==> src/rtl/two_bit_dec_unit.sv <==
// Sequential 2-bit decrement engine: a bank of 2-bit registers, load / decrement-by-k
// commands applied one step per cycle. Optional build macro DEC_SATURATE_EN saturates at 0.
module two_bit_dec_unit #(
    parameter int NREG   = 4,
    parameter int STEP_W = 3
) (
    input  logic                    clk,
    input  logic                    rst_n,
    input  logic                    cmd_valid,
    output logic                    cmd_ready,
    input  logic                    cmd_op,
    input  logic [$clog2(NREG)-1:0] cmd_addr,
    input  logic [1:0]              cmd_data,
    input  logic [STEP_W-1:0]       cmd_count,
    output logic                    rsp_valid,
    input  logic                    rsp_ready,
    output logic [1:0]              rsp_data,
    output logic                    rsp_stat
);
    localparam int AW = $clog2(NREG);

    typedef enum logic [1:0] {
        IDLE = 2'd0,
        STEP = 2'd1,
        RESP = 2'd2
    } state_t;

    state_t              state, state_nx;
    logic [NREG-1:0][1:0] bank;
    logic [AW-1:0]       addr;
    logic [STEP_W-1:0]   cnt;
    logic [1:0]          work, work_nx;
    logic                borrow, borrow_nx;
    logic                accept, last_step;

    assign accept    = cmd_valid && cmd_ready;
    assign last_step = (state == STEP) && (cnt == STEP_W'(1));

    // Single decrement step; a step from 0 always records a borrow.
    always_comb begin
        borrow_nx = borrow | (work == 2'd0);
`ifdef DEC_SATURATE_EN
        work_nx = (work == 2'd0) ? 2'd0 : work - 2'd1;
`else
        work_nx = work - 2'd1;
`endif
    end

    always_comb begin
        state_nx  = state;
        cmd_ready = 1'b0;
        rsp_valid = 1'b0;
        case (state)
            IDLE: begin
                cmd_ready = 1'b1;
                if (cmd_valid)
                    state_nx = (cmd_op && cmd_count != '0) ? STEP : RESP;
            end
            STEP: begin
                if (cnt == STEP_W'(1))
                    state_nx = RESP;
            end
            RESP: begin
                rsp_valid = 1'b1;
                if (rsp_ready)
                    state_nx = IDLE;
            end
            default: state_nx = IDLE;
        endcase
    end

    always_ff @(posedge clk or negedge rst_n) begin
        if (!rst_n)
            state <= IDLE;
        else
            state <= state_nx;
    end

    // Bank is touched only on load accept or final step, so partial results never land.
    always_ff @(posedge clk or negedge rst_n) begin
        if (!rst_n) begin
            bank     <= '0;
            addr     <= '0;
            cnt      <= '0;
            work     <= '0;
            borrow   <= 1'b0;
            rsp_data <= '0;
            rsp_stat <= 1'b0;
        end else if (accept) begin
            if (!cmd_op) begin
                bank[cmd_addr] <= cmd_data;
                rsp_data       <= cmd_data;
                rsp_stat       <= 1'b0;
            end else if (cmd_count == '0) begin
                rsp_data <= bank[cmd_addr];
                rsp_stat <= 1'b0;
            end else begin
                addr   <= cmd_addr;
                cnt    <= cmd_count;
                work   <= bank[cmd_addr];
                borrow <= 1'b0;
            end
        end else if (state == STEP) begin
            work   <= work_nx;
            borrow <= borrow_nx;
            cnt    <= cnt - STEP_W'(1);
            if (last_step) begin
                bank[addr] <= work_nx;
                rsp_data   <= work_nx;
                rsp_stat   <= borrow_nx;
            end
        end
    end

endmodule
==> config.mk <==
export PLATFORM = sky130hd
export DESIGN_NAME = two_bit_dec_unit
export DESIGN_NICKNAME = d
export VERILOG_FILES = /design/src/rtl/two_bit_dec_unit.sv
export SDC_FILE = /design/constraint.sdc
export NUM_CORES = 1
export LEC_CHECK = 0
export ABC_AREA = 1
export ABC_CLOCK_PERIOD_IN_PS = 3510
export BUFFER_PORTS_ARGS = -buffer_cell sky130_fd_sc_hd__buf_2
export CAP_MARGIN = 25
export CORE_MARGIN = 2
export CORE_UTILIZATION = 59
export DETAILED_ROUTE_END_ITERATION = 10
export PLACE_DENSITY_LB_ADDON = 0.3
export SLEW_MARGIN = 20
export SYNTH_ARGS = -nofsm -noshare
export SYNTH_HDL_FRONTEND = slang
export SYNTH_SLANG_ARGS = --single-unit
==> constraint.sdc <==
create_clock -name clk -period 3.51 [get_ports clk]
set_input_delay 0.5265 -clock clk [delete_from_list [all_inputs] [get_ports clk]]
set_output_delay 0.5265 -clock clk [all_outputs]
set_load 0.05 [all_outputs]
### Word-level counts from Yosys, hierarchy flattened

Cells that the tools add are included.

* memory bits (read-only): 0
* RAM bits: 0
* bits of input ports: 12
* memories kept: 0
* flip-flop bits (word level): 21
* latch bits: 0
* output and inout bits: 5

* bitwise logic cells: 2
* reduce and logical (&&, ||, !) cells: 16
* equal/unequal tests: 10
* add/sub/neg operators: 2
* $lt $le $gt $ge: 4
* mux-type cells: 41
* multiply operators: 0
* div/mod/pow operators: 0
* shifts and indexed selects: 0

Operators with widths (count)
* 2-bit 2-to-1 mux: 16
* 8-bit 2-to-1 mux: 4
* 8-bit bitwise mux: 2
* 3-bit AND reduction: 5
* 3-bit 2-to-1 mux: 4
* 1-bit 2-to-1 mux: 11
* 2-bit inequality test, second input constant: 5
* 2-bit demux with 2-bit select: 2
* 2-bit by 3-bit less-than comparator with 1-bit output, second input constant: 2
* 2-bit case mux with 3 select lines: 1
* 1-bit logical AND: 5
* 2-bit binary-select mux with 2-bit select: 1
* 2-bit by 1-bit greater-or-equal comparator with 1-bit output, second input constant: 2
* 2-bit zero test: 2
* 2-bit nonzero test: 2
* 3-bit by 1-bit == test with 1-bit output, second input constant: 1
* 3-bit zero test: 1
* 3-bit by 2-bit inequality test with 1-bit output, second input constant: 1
* 3-bit nonzero test: 1
* 3-bit by 1-bit subtractor with 3-bit output, second input constant: 1
* 2-bit by 1-bit == test with 1-bit output, second input constant: 1
* 2-bit == test, second input constant: 1
* 2-bit by 1-bit inequality test with 1-bit output, second input constant: 1
* 2-bit by 1-bit subtractor with 2-bit output, second input constant: 1
* other kinds (2): 2

### Depth between registers and ports, before layout

* depth after elaboration: 8
* mapped depth: 10
* mapped depth without buffers: 9

### Least setup slack after synthesis

Ideal clock, no wire load.

* kind: reg2reg
* start point: register state[0]
* end point: register bank[0] (netlist bit)
* setup slack: 1.793 ns
* setup time: 0.116 ns
* data arrival time: 1.600 ns
* required time: 3.394 ns
* clock period less this slack: 1.717 ns
* cell stages (with the launch flop): 10
* cell sequence: dfrtp_1 -> nor2_2 -> nand2_4 -> buf_6 -> nand2_2 -> o21ai_2 -> nor2_4 -> inv_2 -> nand2_1 -> nand2_1

* longest elaborated chain between the ends: 5
* elaborated cells on any way between the ends: 10
* classes of those cells: 2 x eq/ne; 2 x mux; 6 x reduce/logical

RTL lines
* from (decl): line 28 `state_t state, state_nx;`
* from (signal assigned): line 76 `state <= state_nx;`
* 2-bit zero test (*): line 53 `case (state)`
* 1-bit 2-to-1 mux (*): line 53
* via cmd_ready: line 10 `output logic cmd_ready,`
* 1-bit logical AND (*): line 36 `assign accept = cmd_valid && cmd_ready;`
* 2-bit inequality test (no source line) or 2-bit nonzero test (tied branches)
* 3-bit AND reduction (no source line)
* to (signal, indexed assignment): line 91 `bank[cmd_addr] <= cmd_data;`
* to (signal, indexed assignment): line 108 `bank[addr] <= work_nx;`
* to (decl): line 29 `logic [NREG-1:0][1:0] bank;`

The timed path passes the listed nets; every way through them passes the cells marked *.
A chain may end at the register's enable or synchronous reset.

### Worst setup path after layout

* start point: register state[0]
* end point: output port cmd_ready

* longest elaborated chain between the ends: 2

RTL lines (line)
* 2-bit zero test: 53
* 1-bit 2-to-1 mux: 53
* to (decl): 10

No other way between the ends.

==> impl_summary.md <==
Global route
Entering global routing, the biggest net connects 22 pins. For this run the aggregate overflow at the end of global routing stands at 0. The number of antenna violations at the first check in global routing came to 0. The global-route total usage across every layer is between 20% and 30%. The number of global-route vias before repair was between 1000 and 1500. The first global-routing pass estimated between 4000 and 5000 µm of wire.

CTS
CTS saw 21 sinks. The hold-fix buffer count after cts is 0. The post-CTS setup buffer count is 0. Clock-pin slew was measured on the worst setup and hold paths at 0.12 ns.

The clock reaches the later pin of the worst-skew pair after a little over 0.3 ns. The deepest clock path buffer count is 2. The CTS H-tree depth is 1. The number of cells upsized or downsized after cts is 0. The tree is rooted in a sky130_fd_sc_hd__clkbuf_4.

The TritonCTS buffer count is 3. TritonCTS built the clock tree.

Floorplan
The initial core utilization is between 60% and 70%. During I/O placement, the number of pins put on the boundary was 17. The number of placement rows is 17.

The area of the core is between 2000 and 2500 µm². The die span in y is between 50 and 60 µm. The die outline width is about 52 µm. The die area is 2720 µm².

Pwr
The leakage component of the power is ~0.00077 µW. Per report_power, the sequential group accounts for about a third of the total. The power share of the combinational group is between 50 and 60%. In this run switching power makes up 51.5% of total power. The relative contribution of the clock network to total power is under 10%. The internal power summed over all cells is between 600 and 700 µW. The net switching component of the power is about 670 µW. VDD sags by at most between 0.6 and 0.7 mV. The power per unit of standard cell area is between 800 and 900 nW/µm².

Layout
The synthesis-to-finish area growth is 8.05%. The final instance area is between 1000 and 1500 µm². In the final layout, the share of cells above drive strength 1 is a little over a fifth.

Counting the fill cells in the layout gives between 200 and 250. 0 antenna diodes ended up in the layout. After the last flow step, the layout net total stands at 220.

Placed design
Timing analysis after detailed placement gives a worst setup slack of between 1.5 and 2 ns. The quantity of I/O buffers inserted on ports is 16. The wire-length estimate of the detail-placed layout is approximately 2200 µm. Once placement finished, the instance area stood at 1450 µm².

At the end of routability-driven placement, the weighted congestion stood at 0.894.

Yosys
Each instance of the synthesized netlist takes up on average 7.27 µm². The register area share after synthesis is between 30% and 40%. The area share of the leading cell type in the synthesized netlist is between 30 and 40%. Counting distinct cell types in the post-synthesis netlist gives 24. The leading area contributor after synthesis is sky130_fd_sc_hd__dfrtp_1. By area the synthesized netlist is led by sky130_fd_sc_hd__dfrtp_1, sky130_fd_sc_hd__nand2_1, sky130_fd_sc_hd__inv_1, sky130_fd_sc_hd__nor2_4, sky130_fd_sc_hd__o22ai_1. The synthesized netlist devotes a little over a third of its cell area to simple gates.

The synthesized netlist devotes 0.640% of its cell area to XOR and XNOR gates. The number of instances in the synthesized netlist is 188. During synthesis, Yosys emitted a total of 0 warnings.

The synthesized netlist net count is around 200. After synthesis the netlist holds a flip-flop and latch count of 21. Summing the areas of all compound-gate instances in the mapped netlist gives approximately 14% of the synthesized area. The post-synthesis instance area is 1370 µm². Of the post-synthesis cell area, the part taken by muxes is 0%. The share of synthesized cell area in full adder, half adder and majority cells is under 10%.

The main combinational cell family by area after synthesis is simple AND/OR/NAND/NOR gates.

Flow run
Across the run, the number of max-cap violations was 0.

STA
The number of hold violations in the final report is 0. In the final timing run, aggregate negative setup slack is 0 ns. The post-route fraction of the period consumed by the critical path is 51.4%. The transition at the pin with the smallest max-transition slack is ~0.47 ns. The clock arrives with approximately 0.0032 ns of skew. Setup slack closes at roughly 1.7 ns. Based on the critical path, the design can be clocked at up to 0.554 GHz. The total count of max-transition violations in the final report is 0. The worst slew margin relative to its limit is around 68%.

Setup repair after global routing left no endpoint under its margin. The time the worst path needs with I/O delays and setup is approximately 1.8 ns. The number of setup violations in the final report is 0.

Route
Once detail routing completed, the nets flagged for antenna violations numbered 0. For this run, design rule violations remaining after detail routing come to 0. The post-detailed-route via-to-cell ratio is around 5.2. The total wire length is 2860 µm. Dividing the detail-routed wire length by the instance count gives about 12 µm. For this block, the initial DRC count from the detailed router was 31. The count of TritonRoute iterations in the first routing pass is 4.

Detailed routing inserted a total of roughly 1200 vias.

Critical path
The critical path is of the flip-flop to output port type. The arrival time at the worst endpoint is 1.28 ns. The startpoint class of the critical path is a flip-flop. Of all nets on the critical path, the largest fanout is 6. The worst endpoint required time is approximately 3.0 ns. The critical path endpoint category is an output port.

Min path
The type of the most critical hold path is input pin to asynchronous set/reset pin.

Outcome
The run finished with clean final reports.
layout make-up:
cell class / count / area (µm²) / area share [%]
Clock buffer: 4 / 26.3 / 1.78
Inverter: 23 / 86.3 / 5.84
Multi-Input combinational cell: 140 / 724 / 49.0
Sequential cell: 21 / 526 / 35.6
Tap cell: 28 / 35.0 / 2.37
Timing Repair Buffer: 16 / 80.1 / 5.42
registers in the layout (all words and copies together) (netlist names):
signal / cells
bank: 8
cnt: 3
addr: 2
rsp_data: 2
state: 2
work: 2
borrow: 1
rsp_stat: 1
cells in the final DEF, fill, tap and decap left out, types with 2 or more instances in the layout:
cell,n
sky130_fd_sc_hd__inv_2,5
sky130_fd_sc_hd__buf_2,16
sky130_fd_sc_hd__o21ai_2,3
sky130_fd_sc_hd__nand2_4,2
sky130_fd_sc_hd__nor2_1,8
sky130_fd_sc_hd__inv_1,18
sky130_fd_sc_hd__clkbuf_4,3
sky130_fd_sc_hd__o21ai_0,7
sky130_fd_sc_hd__dfrtp_1,21
sky130_fd_sc_hd__o22ai_1,8
sky130_fd_sc_hd__a21oi_1,7
sky130_fd_sc_hd__nor2_4,5
sky130_fd_sc_hd__nand2_2,7
sky130_fd_sc_hd__nand3_1,3
sky130_fd_sc_hd__nand2_1,76
sky130_fd_sc_hd__ha_1,3
sky130_fd_sc_hd__o21ai_1,5
metrics by stage:
stage	total power (µW)	hold WS, ns	util [%]	cells
after CTS	1310	0.164	66.8	232
after floorplan	1040	0.231	-	188
after detailed placement	1190	0.465	65.6	228
after global placement	1150	0.454	65.6	228
final	1310	0.149	66.8	232
after global routing	1420	0.200	66.8	232
worst max-delay path: stages, from the launching register on:
cell,delay [ns]
sky130_fd_sc_hd__dfrtp_1,0.47
sky130_fd_sc_hd__nor2_2,0.20
sky130_fd_sc_hd__buf_2,0.30
per-layer routing:
metal | vias to the layer above | GRT usage (%) | share of wire, %
li1 | 621 | - | -
met1 | 552 | 30.7 | 43
met2 | 32 | 43.2 | 50
met3 | 5 | 4.02 | 5.4
met4 | 0 | 12.0 | 1.3
met5 | - | 0 | 0
cells by family (layout without fill, tap and decap cells):
family	Yosys count	after routing
buf+inv	27	43
compound gates	32	32
simple gates	104	104
fa+ha+maj	3	3
xor+xnor	1	1
flops	21	21
synthesized netlist by cell type:
cell type and number:
sky130_fd_sc_hd__nor2_2 1, sky130_fd_sc_hd__a21oi_1 7, sky130_fd_sc_hd__o31ai_1 1, sky130_fd_sc_hd__nand3_4 1, sky130_fd_sc_hd__buf_6 1, sky130_fd_sc_hd__xnor2_1 1, sky130_fd_sc_hd__nand2_1 76, sky130_fd_sc_hd__inv_1 18
sky130_fd_sc_hd__nand3_1 3, sky130_fd_sc_hd__nand4_1 1, sky130_fd_sc_hd__o22ai_1 8, sky130_fd_sc_hd__buf_4 2, sky130_fd_sc_hd__nand2_2 7, sky130_fd_sc_hd__nor2_4 5, sky130_fd_sc_hd__dfrtp_1 21, sky130_fd_sc_hd__nor2_1 8
sky130_fd_sc_hd__inv_2 5, sky130_fd_sc_hd__o21ai_1 5, sky130_fd_sc_hd__o21ai_2 3, sky130_fd_sc_hd__o21ai_0 7, sky130_fd_sc_hd__o21ai_4 1, sky130_fd_sc_hd__ha_1 3, sky130_fd_sc_hd__buf_2 1, sky130_fd_sc_hd__nand2_4 2
power by group through the flow:
stage               Clock, µW  Sequential, µW  Combinational [µW]
finish                    120             425                 763
global route              130             437                 854
CTS                       122             425                 767
detailed placement          0             431                 764
global placement            0             424                 729
floorplan                   0             473                 567
path summary, 6_finish.rpt:
kind / depth (start not counted) / end / from / slack [ns]
worst max-delay path: 2 / cmd_ready / state[0] / 1.71
max in group asynchronous: 1 / work[0] / rst_n / 3.04
worst min-delay path: 1 / bank[7] / rst_n / 0.15
min in group clk: 2 / state[1] / rsp_ready / 0.37
worst max register to register: 7 / rsp_data[0] / state[0] / 1.94
worst min register to register: 2 / bank[7] / bank[7] / 0.49
(Power assumes the default switching activity.)
